### src/rtl/cmp_pkg.sv
// -----------------------------------------------------------------------------
// cmp_pkg
// Shared constants for the iterative magnitude comparator:
//   - FSM state encoding (IDLE / BUSY / DONE)
//   - result encoding (LT / EQ / GT)
//   - num_chunks(): number of CHUNK-bit slices in a WIDTH-bit operand
// No ports (package).
// -----------------------------------------------------------------------------
package cmp_pkg;

    // FSM state encoding
    localparam logic [1:0] ST_IDLE = 2'd0;
    localparam logic [1:0] ST_BUSY = 2'd1;
    localparam logic [1:0] ST_DONE = 2'd2;

    // Result encoding
    localparam logic [1:0] RES_LT = 2'd0;
    localparam logic [1:0] RES_EQ = 2'd1;
    localparam logic [1:0] RES_GT = 2'd2;

    // Number of CHUNK-bit slices in a WIDTH-bit operand
    function automatic int num_chunks(input int width, input int chunk);
        return width / chunk;
    endfunction

endpackage : cmp_pkg

### src/rtl/iter_magnitude_comparator_chunk_compare.sv
// -----------------------------------------------------------------------------
// chunk_compare
// Combinational unsigned compare of two CHUNK-bit slices.
// Ports:
//   a_i, b_i  in  [CHUNK-1:0]  slices to compare
//   lt_o      out              a_i <  b_i
//   eq_o      out              a_i == b_i
//   gt_o      out              a_i >  b_i
// -----------------------------------------------------------------------------
module chunk_compare
    import cmp_pkg::*;
#(
    parameter int CHUNK = 4
) (
    input  logic [CHUNK-1:0] a_i,
    input  logic [CHUNK-1:0] b_i,
    output logic             lt_o,
    output logic             eq_o,
    output logic             gt_o
);

    assign lt_o = (a_i <  b_i);
    assign eq_o = (a_i == b_i);
    assign gt_o = (a_i >  b_i);

endmodule : chunk_compare

### src/rtl/iter_magnitude_comparator.sv
// -----------------------------------------------------------------------------
// iter_magnitude_comparator
// Multi-cycle magnitude comparator. Captures two WIDTH-bit operands on a
// valid/ready handshake and compares them CHUNK bits per cycle, most
// significant chunk first. Signed requests are turned into an unsigned compare
// by flipping both sign bits at capture (offset binary).
//
// Optional feature (macro CMP_EARLY_EXIT_EN):
//   defined   : leave BUSY as soon as a differing chunk is found
//   undefined : always scan every chunk; fixed latency NUM_CHUNKS+1
//
// Ports:
//   clk, rst_n         clock (rising edge), async active-low reset
//   in_valid/in_ready  request handshake; in_ready high only in IDLE
//   a, b, is_signed    operands and signedness of the compare
//   out_valid/out_ready result handshake; result held until accepted
//   a_less_b, a_equal_b, a_greater_b  one-hot result, all 0 when !out_valid
//   busy               high whenever the FSM is not IDLE
// -----------------------------------------------------------------------------
module iter_magnitude_comparator
    import cmp_pkg::*;
#(
    parameter int WIDTH = 16,
    parameter int CHUNK = 4
) (
    input  logic             clk,
    input  logic             rst_n,
    input  logic             in_valid,
    output logic             in_ready,
    input  logic [WIDTH-1:0] a,
    input  logic [WIDTH-1:0] b,
    input  logic             is_signed,
    output logic             out_valid,
    input  logic             out_ready,
    output logic             a_less_b,
    output logic             a_equal_b,
    output logic             a_greater_b,
    output logic             busy
);

    localparam int NUM_CHUNKS = num_chunks(WIDTH, CHUNK);
    localparam int IDX_W      = (NUM_CHUNKS > 1) ? $clog2(NUM_CHUNKS) : 1;
    localparam logic [IDX_W-1:0] LAST_IDX = IDX_W'(NUM_CHUNKS - 1);
    localparam logic [IDX_W-1:0] IDX_ONE  = IDX_W'(1);
    localparam logic [WIDTH-1:0] ONE_W    = WIDTH'(1);
    localparam logic [WIDTH-1:0] MSB_MASK = ONE_W << (WIDTH - 1);

    // Operands must split into whole chunks
    if ((WIDTH % CHUNK) != 0) begin : g_cfg_err
        $error("iter_magnitude_comparator: WIDTH must be a multiple of CHUNK");
    end

    logic [1:0]       state_q, state_d;
    logic [WIDTH-1:0] a_q, a_d;
    logic [WIDTH-1:0] b_q, b_d;
    logic [IDX_W-1:0] idx_q, idx_d;
    logic [1:0]       res_q, res_d;
`ifndef CMP_EARLY_EXIT_EN
    logic             seen_q, seen_d;
`endif

    logic             chunk_lt_s;
    logic             chunk_eq_s;
    logic             chunk_gt_s;
    logic [1:0]       chunk_res_s;

    // The captured operands are shifted left one chunk per BUSY cycle, so the
    // chunk under test is always the top CHUNK bits of the registers.
    chunk_compare #(
        .CHUNK (CHUNK)
    ) u_chunk_compare (
        .a_i  (a_q[WIDTH-1 -: CHUNK]),
        .b_i  (b_q[WIDTH-1 -: CHUNK]),
        .lt_o (chunk_lt_s),
        .eq_o (chunk_eq_s),
        .gt_o (chunk_gt_s)
    );

    // Encode the current chunk's comparison as a result code
    always_comb begin
        if (chunk_lt_s) begin
            chunk_res_s = RES_LT;
        end else if (chunk_gt_s) begin
            chunk_res_s = RES_GT;
        end else begin
            chunk_res_s = RES_EQ;
        end
    end

    // FSM next-state and datapath next-value logic
    always_comb begin
        state_d = state_q;
        a_d     = a_q;
        b_d     = b_q;
        idx_d   = idx_q;
        res_d   = res_q;
`ifndef CMP_EARLY_EXIT_EN
        seen_d  = seen_q;
`endif
        case (state_q)
            ST_IDLE: begin
                if (in_valid) begin
                    // Flipping both sign bits maps two's complement onto an
                    // order-preserving unsigned range.
                    a_d     = is_signed ? (a ^ MSB_MASK) : a;
                    b_d     = is_signed ? (b ^ MSB_MASK) : b;
                    idx_d   = '0;
                    res_d   = RES_EQ;
`ifndef CMP_EARLY_EXIT_EN
                    seen_d  = 1'b0;
`endif
                    state_d = ST_BUSY;
                end else begin
                    state_d = ST_IDLE;
                end
            end
            ST_BUSY: begin
                a_d   = a_q << CHUNK;
                b_d   = b_q << CHUNK;
                idx_d = idx_q + IDX_ONE;
`ifdef CMP_EARLY_EXIT_EN
                if (!chunk_eq_s) begin
                    res_d   = chunk_res_s;
                    state_d = ST_DONE;
                end else if (idx_q == LAST_IDX) begin
                    state_d = ST_DONE;
                end else begin
                    state_d = ST_BUSY;
                end
`else
                // Only the most significant differing chunk decides
                if (!seen_q && !chunk_eq_s) begin
                    res_d  = chunk_res_s;
                    seen_d = 1'b1;
                end else begin
                    seen_d = seen_q;
                end
                if (idx_q == LAST_IDX) begin
                    state_d = ST_DONE;
                end else begin
                    state_d = ST_BUSY;
                end
`endif
            end
            ST_DONE: begin
                if (out_ready) begin
                    state_d = ST_IDLE;
                end else begin
                    state_d = ST_DONE;
                end
            end
            default: begin
                state_d = ST_IDLE;
            end
        endcase
    end

    // State and datapath registers
    always_ff @(posedge clk or negedge rst_n) begin
        if (!rst_n) begin
            state_q <= ST_IDLE;
            a_q     <= '0;
            b_q     <= '0;
            idx_q   <= '0;
            res_q   <= RES_EQ;
`ifndef CMP_EARLY_EXIT_EN
            seen_q  <= 1'b0;
`endif
        end else begin
            state_q <= state_d;
            a_q     <= a_d;
            b_q     <= b_d;
            idx_q   <= idx_d;
            res_q   <= res_d;
`ifndef CMP_EARLY_EXIT_EN
            seen_q  <= seen_d;
`endif
        end
    end

    // Outputs decode straight from registers; flags are gated by DONE so they
    // are one-hot while out_valid and all zero otherwise.
    assign in_ready    = (state_q == ST_IDLE);
    assign busy        = (state_q != ST_IDLE);
    assign out_valid   = (state_q == ST_DONE);
    assign a_less_b    = out_valid && (res_q == RES_LT);
    assign a_equal_b   = out_valid && (res_q == RES_EQ);
    assign a_greater_b = out_valid && (res_q == RES_GT);

endmodule : iter_magnitude_comparator

### config.mk
export PLATFORM = sky130hd
export DESIGN_NAME = iter_magnitude_comparator
export DESIGN_NICKNAME = d
export VERILOG_FILES = /design/src/rtl/cmp_pkg.sv /design/src/rtl/iter_magnitude_comparator_chunk_compare.sv /design/src/rtl/iter_magnitude_comparator.sv
export SDC_FILE = /design/constraint.sdc
export NUM_CORES = 1
export LEC_CHECK = 0
export CAP_MARGIN = 20
export CORE_MARGIN = 4
export CORE_UTILIZATION = 45
export DETAILED_ROUTE_END_ITERATION = 8
export PLACE_DENSITY = 0.86
export SYNTH_ARGS = -nofsm -noshare
export SYNTH_HDL_FRONTEND = slang
export SYNTH_HIERARCHICAL = 1
export SYNTH_SLANG_ARGS = --single-unit
### constraint.sdc
create_clock -name clk -period 1.43 [get_ports clk]
set_input_delay 0.2145 -clock clk [delete_from_list [all_inputs] [get_ports clk]]
set_output_delay 0.2145 -clock clk [all_outputs]
set_load 0.005 [all_outputs]
### Yosys cells after proc, flatten, opt, wreduce, memory -nomap -nowiden

Cells that the tools add are included.

* $add $sub $neg: 1
* $lt $le $gt $ge: 2
* eq/ne operators: 8
* mux-type cells: 20
* bitwise gates (word level): 2
* reduce and logical (&&, ||, !) cells: 12

Operators by type and width (count)
* 16-bit 2-to-1 mux: 4
* 16-bit case mux with 2 select lines: 2
* 2-bit 2-to-1 mux: 7
* 2-bit case mux with 2 select lines: 2
* 2-bit equality test (second input constant): 3
* 2-bit case mux with 3 select lines: 1
* 2-bit by 1-bit equality test with 1-bit output (second input constant): 2
* 4-bit equality test: 1
* 4-bit greater-than comparator: 1
* 1-bit logical AND: 4
* 2-bit zero test: 2
* 4-bit < comparator: 1
* 2-bit inequality test (second input constant): 2
* 2-bit nonzero test: 2
* 1-bit 2-to-1 mux: 3
* 3-bit AND reduction: 1
* 2-bit by 1-bit adder with 2-bit output (second input constant): 1
* 1-bit zero test: 2
* 1-bit NOT: 2
* 1-bit case mux with 2 select lines: 1
* 2-bit AND reduction: 1

* register bits: 39
* input port bits: 37
* output and inout port bits: 6
* logic and storage cells: 51

### Logic depth before layout (Yosys ltp)

* word-level depth: 5
* mapped depth: 7
* depth with buffers taken out: 7

### Hierarchy

The synthesis kept the hierarchy.

Modules (own cells, without submodules)
* iter_magnitude_comparator: times used 1, cells each 180, area an instance 1801.7 µm²
* chunk_compare: times used 1, cells each 16, area an instance 128.9 µm²

### Worst setup path before layout

Ideal clock, no wire load.

* path type: register to register
* start point: register a_q[15]
* end point: register res_q[0]
* library setup time: 82 ps
* arrival: 1402 ps
* required time: 1348 ps
* path slack: -54 ps
* stages on the path, launching flop included: 7
* clock period less this slack: 1484 ps
* cell sequence: dfrtp_1 -> ha_1 -> nand2_1 -> nor2_1 -> nor4b_2 -> o21ai_1 -> o31a_1

* longest elaborated chain between the ends: 5

RTL lines
* from (decl): RTL line iter_magnitude_comparator.sv:54 `logic [WIDTH-1:0] a_q, a_d;`
* from (signal assigned): RTL line iter_magnitude_comparator.sv:162 `a_q <= '0;`
* from (signal assigned): RTL line iter_magnitude_comparator.sv:171 `a_q <= a_d;`
* 4-bit equality test: RTL line iter_magnitude_comparator_chunk_compare.sv:23 `assign eq_o = (a_i == b_i);`
* net chunk_eq_s: RTL line iter_magnitude_comparator.sv:63 `logic chunk_eq_s;`
* 1-bit zero test: RTL line iter_magnitude_comparator.sv:132 `if (!seen_q && !chunk_eq_s) begin`
* 1-bit logical AND: RTL line iter_magnitude_comparator.sv:132
* 2-bit inequality test (no source line)
* 3-bit AND reduction (no source line)
* to (signal assigned): RTL line iter_magnitude_comparator.sv:174 `res_q <= res_d;`
* to (decl): RTL line iter_magnitude_comparator.sv:57 `logic [1:0] res_q, res_d;`

The timed path passes the listed nets, and every way through them passes these cells. The select of a mux whose other input is x is not followed.
A chain may end at the register's enable or synchronous reset.

### Worst setup path in the final report

* start point: register a_q[14]
* end point: register res_q[0]

Same word-level chain as after synthesis.

==> results.toml <==
[synthesis]
ys_ff_latch = 39
synth_cell_type_count = 34
ys_seq_area_share_pct = 50.62
synthCells = 196
syn_nets = 238
syn_area_sq_um = 1931
synth_area_per_cell_sq_um = 9.850
synth-warning-count = 6

[placement]
place_congestion = 0.8203
place_inst = 295
placed_area_sq_um = 2517
dp_hpwl_mm = 3.378
io_buffers = 42
pre_cts_ws_ns = -0.1665

[route]
vias_per_cell = 5.498
drt-total-wl_mm = 4.847
via_count = 1699
wire_per_inst_um = 15.69
dr.pass1.iters = 5
ant_nets = 0
drc = 0
drt_iter0_drc = 155

[critical_path]
r2r_start = "a_q[14]"
cp_num_cells = 6
crit_family = "simple AND/OR/NAND/NOR gates"
r2r_end = "res_q[0]"
start_kind = "flop"
slowest_delay_ns = 0.39
rrSetupSlack_ns = -0.05
worstPathMaxFanout = 5
cp-end-kind = "flop"
critical_path_buf_inv_count = 0
path_cells = "ha_1, nand2_2, nor2_4, nor4b_4, o21ai_1, o31a_1"
required_ns = 1.65
rr_worst_depth = 6
startpoint = "a_q[14]"
crit_arrival_ns = 1.70
crit_type = "reg2reg"
critPathCapture = "res_q[0]"
slowest_stage = "dfrtp_1"

[timing]
timing.fmax_mhz = 677.1
finalHoldViolCount = 0
fin_ws_ns = -0.04698
skew_ns = 0.006955
min_period_ns = 1.477
slew_headroom_pct = 71.88
setup_viol = 4
fin_tns_setup_ns = -0.1078
slew_violations = 0
rsz0062_at_grt = "yes"
fin_crit_sh_pct = 103.3
hold-worst-slack_ns = 0.3887
tightest_slew_ns = 0.4219

[floorplan]
die_w_um = 73.50
initial_core_util_pct = 47.24
rows = 23
dieArea_sq_um = 5402
coreArea_sq_um = 4086
die_h_um = 73.50
ioPinCount = 43

[global_route]
grtUsageTotal_pct = 19.06
grt_pass1_vias = 1689
grt_antenna_before_repair = 0
grt_max_degree = 24
grt_pass1_wl_mm = 7.872
grt.overflow.total = 0

[clocking]
root_buffer = "clkbuf_8"
htree_levels = 2
clkLatencyLatePin_ns = 0.30
clockBufferDepth = 2
cts_buffers = 5
cts.clk_slew.worst_paths_ns = 0.07
cts_tree = "yes"
clock_sinks = 39

[pwr]
peakVddDrop_uv = 1062
p_leak_nw = 1.227
p_per_area_nw_per_um2 = 1976
power_mw = 5.394

[outcome]
status = "finished, violations left"
violations = "negative setup slack"

[cells_and_area]
multiInputGateArea_sq_um = 962.2
final_cell_mix = "dfrtp_1 (37), clkdlybuf4s50_1 (35), nand2_1 (28)"
fin_util_pct = 66.81
fin_area_sq_um = 2730
seqCellArea_sq_um = 978.4
fillCellCount = 306
nets = 300
finalNonFillerCells = 309
mostFrequentLayoutCell = "dfrtp_1"
num_antenna_cells = 0
layout-drive-gt1-share_pct = 22.39
syn_to_final_growth_pct = 41.41

[job]
cap_violations = 0

[hold_path]
hold_class = "in2async"
how the worst min path moves through the flow:
stage / endpoint / slack, ns / cells after the start
after floorplan: a_q[0] / -0.08 / 0
after global placement: state_q[1] / 0.16 / 1
after detailed placement: state_q[0] / 0.17 / 1
after CTS: b_q[2] / 0.40 / 2
after global routing: b_q[2] / 0.43 / 2
final: b_q[6] / 0.39 / 2
cell usage after synthesis:
cell / n / area, sq um
and3b_1: 9 / 78.83
nand2_1: 30 / 112.6
dfrtp_1: 38 / 950.9
nor4b_2: 1 / 15.01
o31a_1: 1 / 8.760
nor3_1: 1 / 5.000
nor2b_4: 1 / 13.76
ha_1: 5 / 62.56
xnor2_1: 2 / 17.52
a21o_1: 1 / 7.510
nor2b_2: 1 / 8.760
nor2_1: 5 / 18.77
buf_4: 1 / 7.510
inv_1: 7 / 26.28
o21ai_0: 5 / 25.02
or3b_1: 1 / 8.760
dfstp_2: 1 / 26.28
a22o_1: 5 / 43.79
a21oi_2: 1 / 8.760
nand3b_1: 1 / 7.510
and2b_1: 1 / 7.510
a22oi_1: 13 / 97.59
a221o_1: 2 / 20.02
a21oi_1: 15 / 75.07
nand2b_1: 1 / 6.260
mux2_2: 1 / 11.26
o21ai_1: 24 / 120.1
o21bai_1: 1 / 7.510
buf_2: 10 / 50.05
clkbuf_1: 1 / 3.750
o21bai_4: 1 / 18.77
and2_1: 1 / 6.260
nor2b_1: 6 / 37.54
nor3b_1: 2 / 15.01
flip-flops by register name, summed over array words and instances, names as in the netlist:
| register | cells |
|---|---|
| a_q | 16 |
| b_q | 16 |
| idx_q | 2 |
| res_q | 2 |
| seen_q | 1 |
| state_q | 2 |
layout make-up:
cell class                 instances  share of cell area [%]
clock buffer                       8                   2.933
inverter                           7                  0.9624
multi-input combinational        138                   35.24
sequential                        39                   35.84
tap                               50                   2.291
timing repair buffer              67                   22.73
where the power goes:
group,switching [mW],leakage (nW),total [mW],internal [mW]
clock,0.367,0.0395,0.714,0.346
sequential,0.299,0.500,1.85,1.55
combinational,1.37,0.688,2.83,1.45
total,2.04,1.23,5.39,3.35
kinds of logic after synthesis:
family,after synthesis,synth area share (%)
AOI/OAI and AO/OA,69,22.42
DFF,39,50.62
buffers and inverters,19,4.537
and+or+nand+nor,61,17.69
xor gates and xnor gates,2,0.9075
muxes,1,0.5832
adders and majority gates,5,3.240
repair_timing:
item                                    in CTS  in global routing
resized for setup                           33                 10
endpoints found under the setup margin       9                 32
hold buffers                                 1                  0
pin swaps                                    2                  1
buffers inserted                             4                  1
endpoints found under the hold margin       15                  0
routing by layer:
metal	wire length, um	track usage [%]
met1	2029	25.29
met2	2412	29.53
met3	288	5.062
met4	117	7.847
met5	0	0
Power figures use the tool's default switching activity.
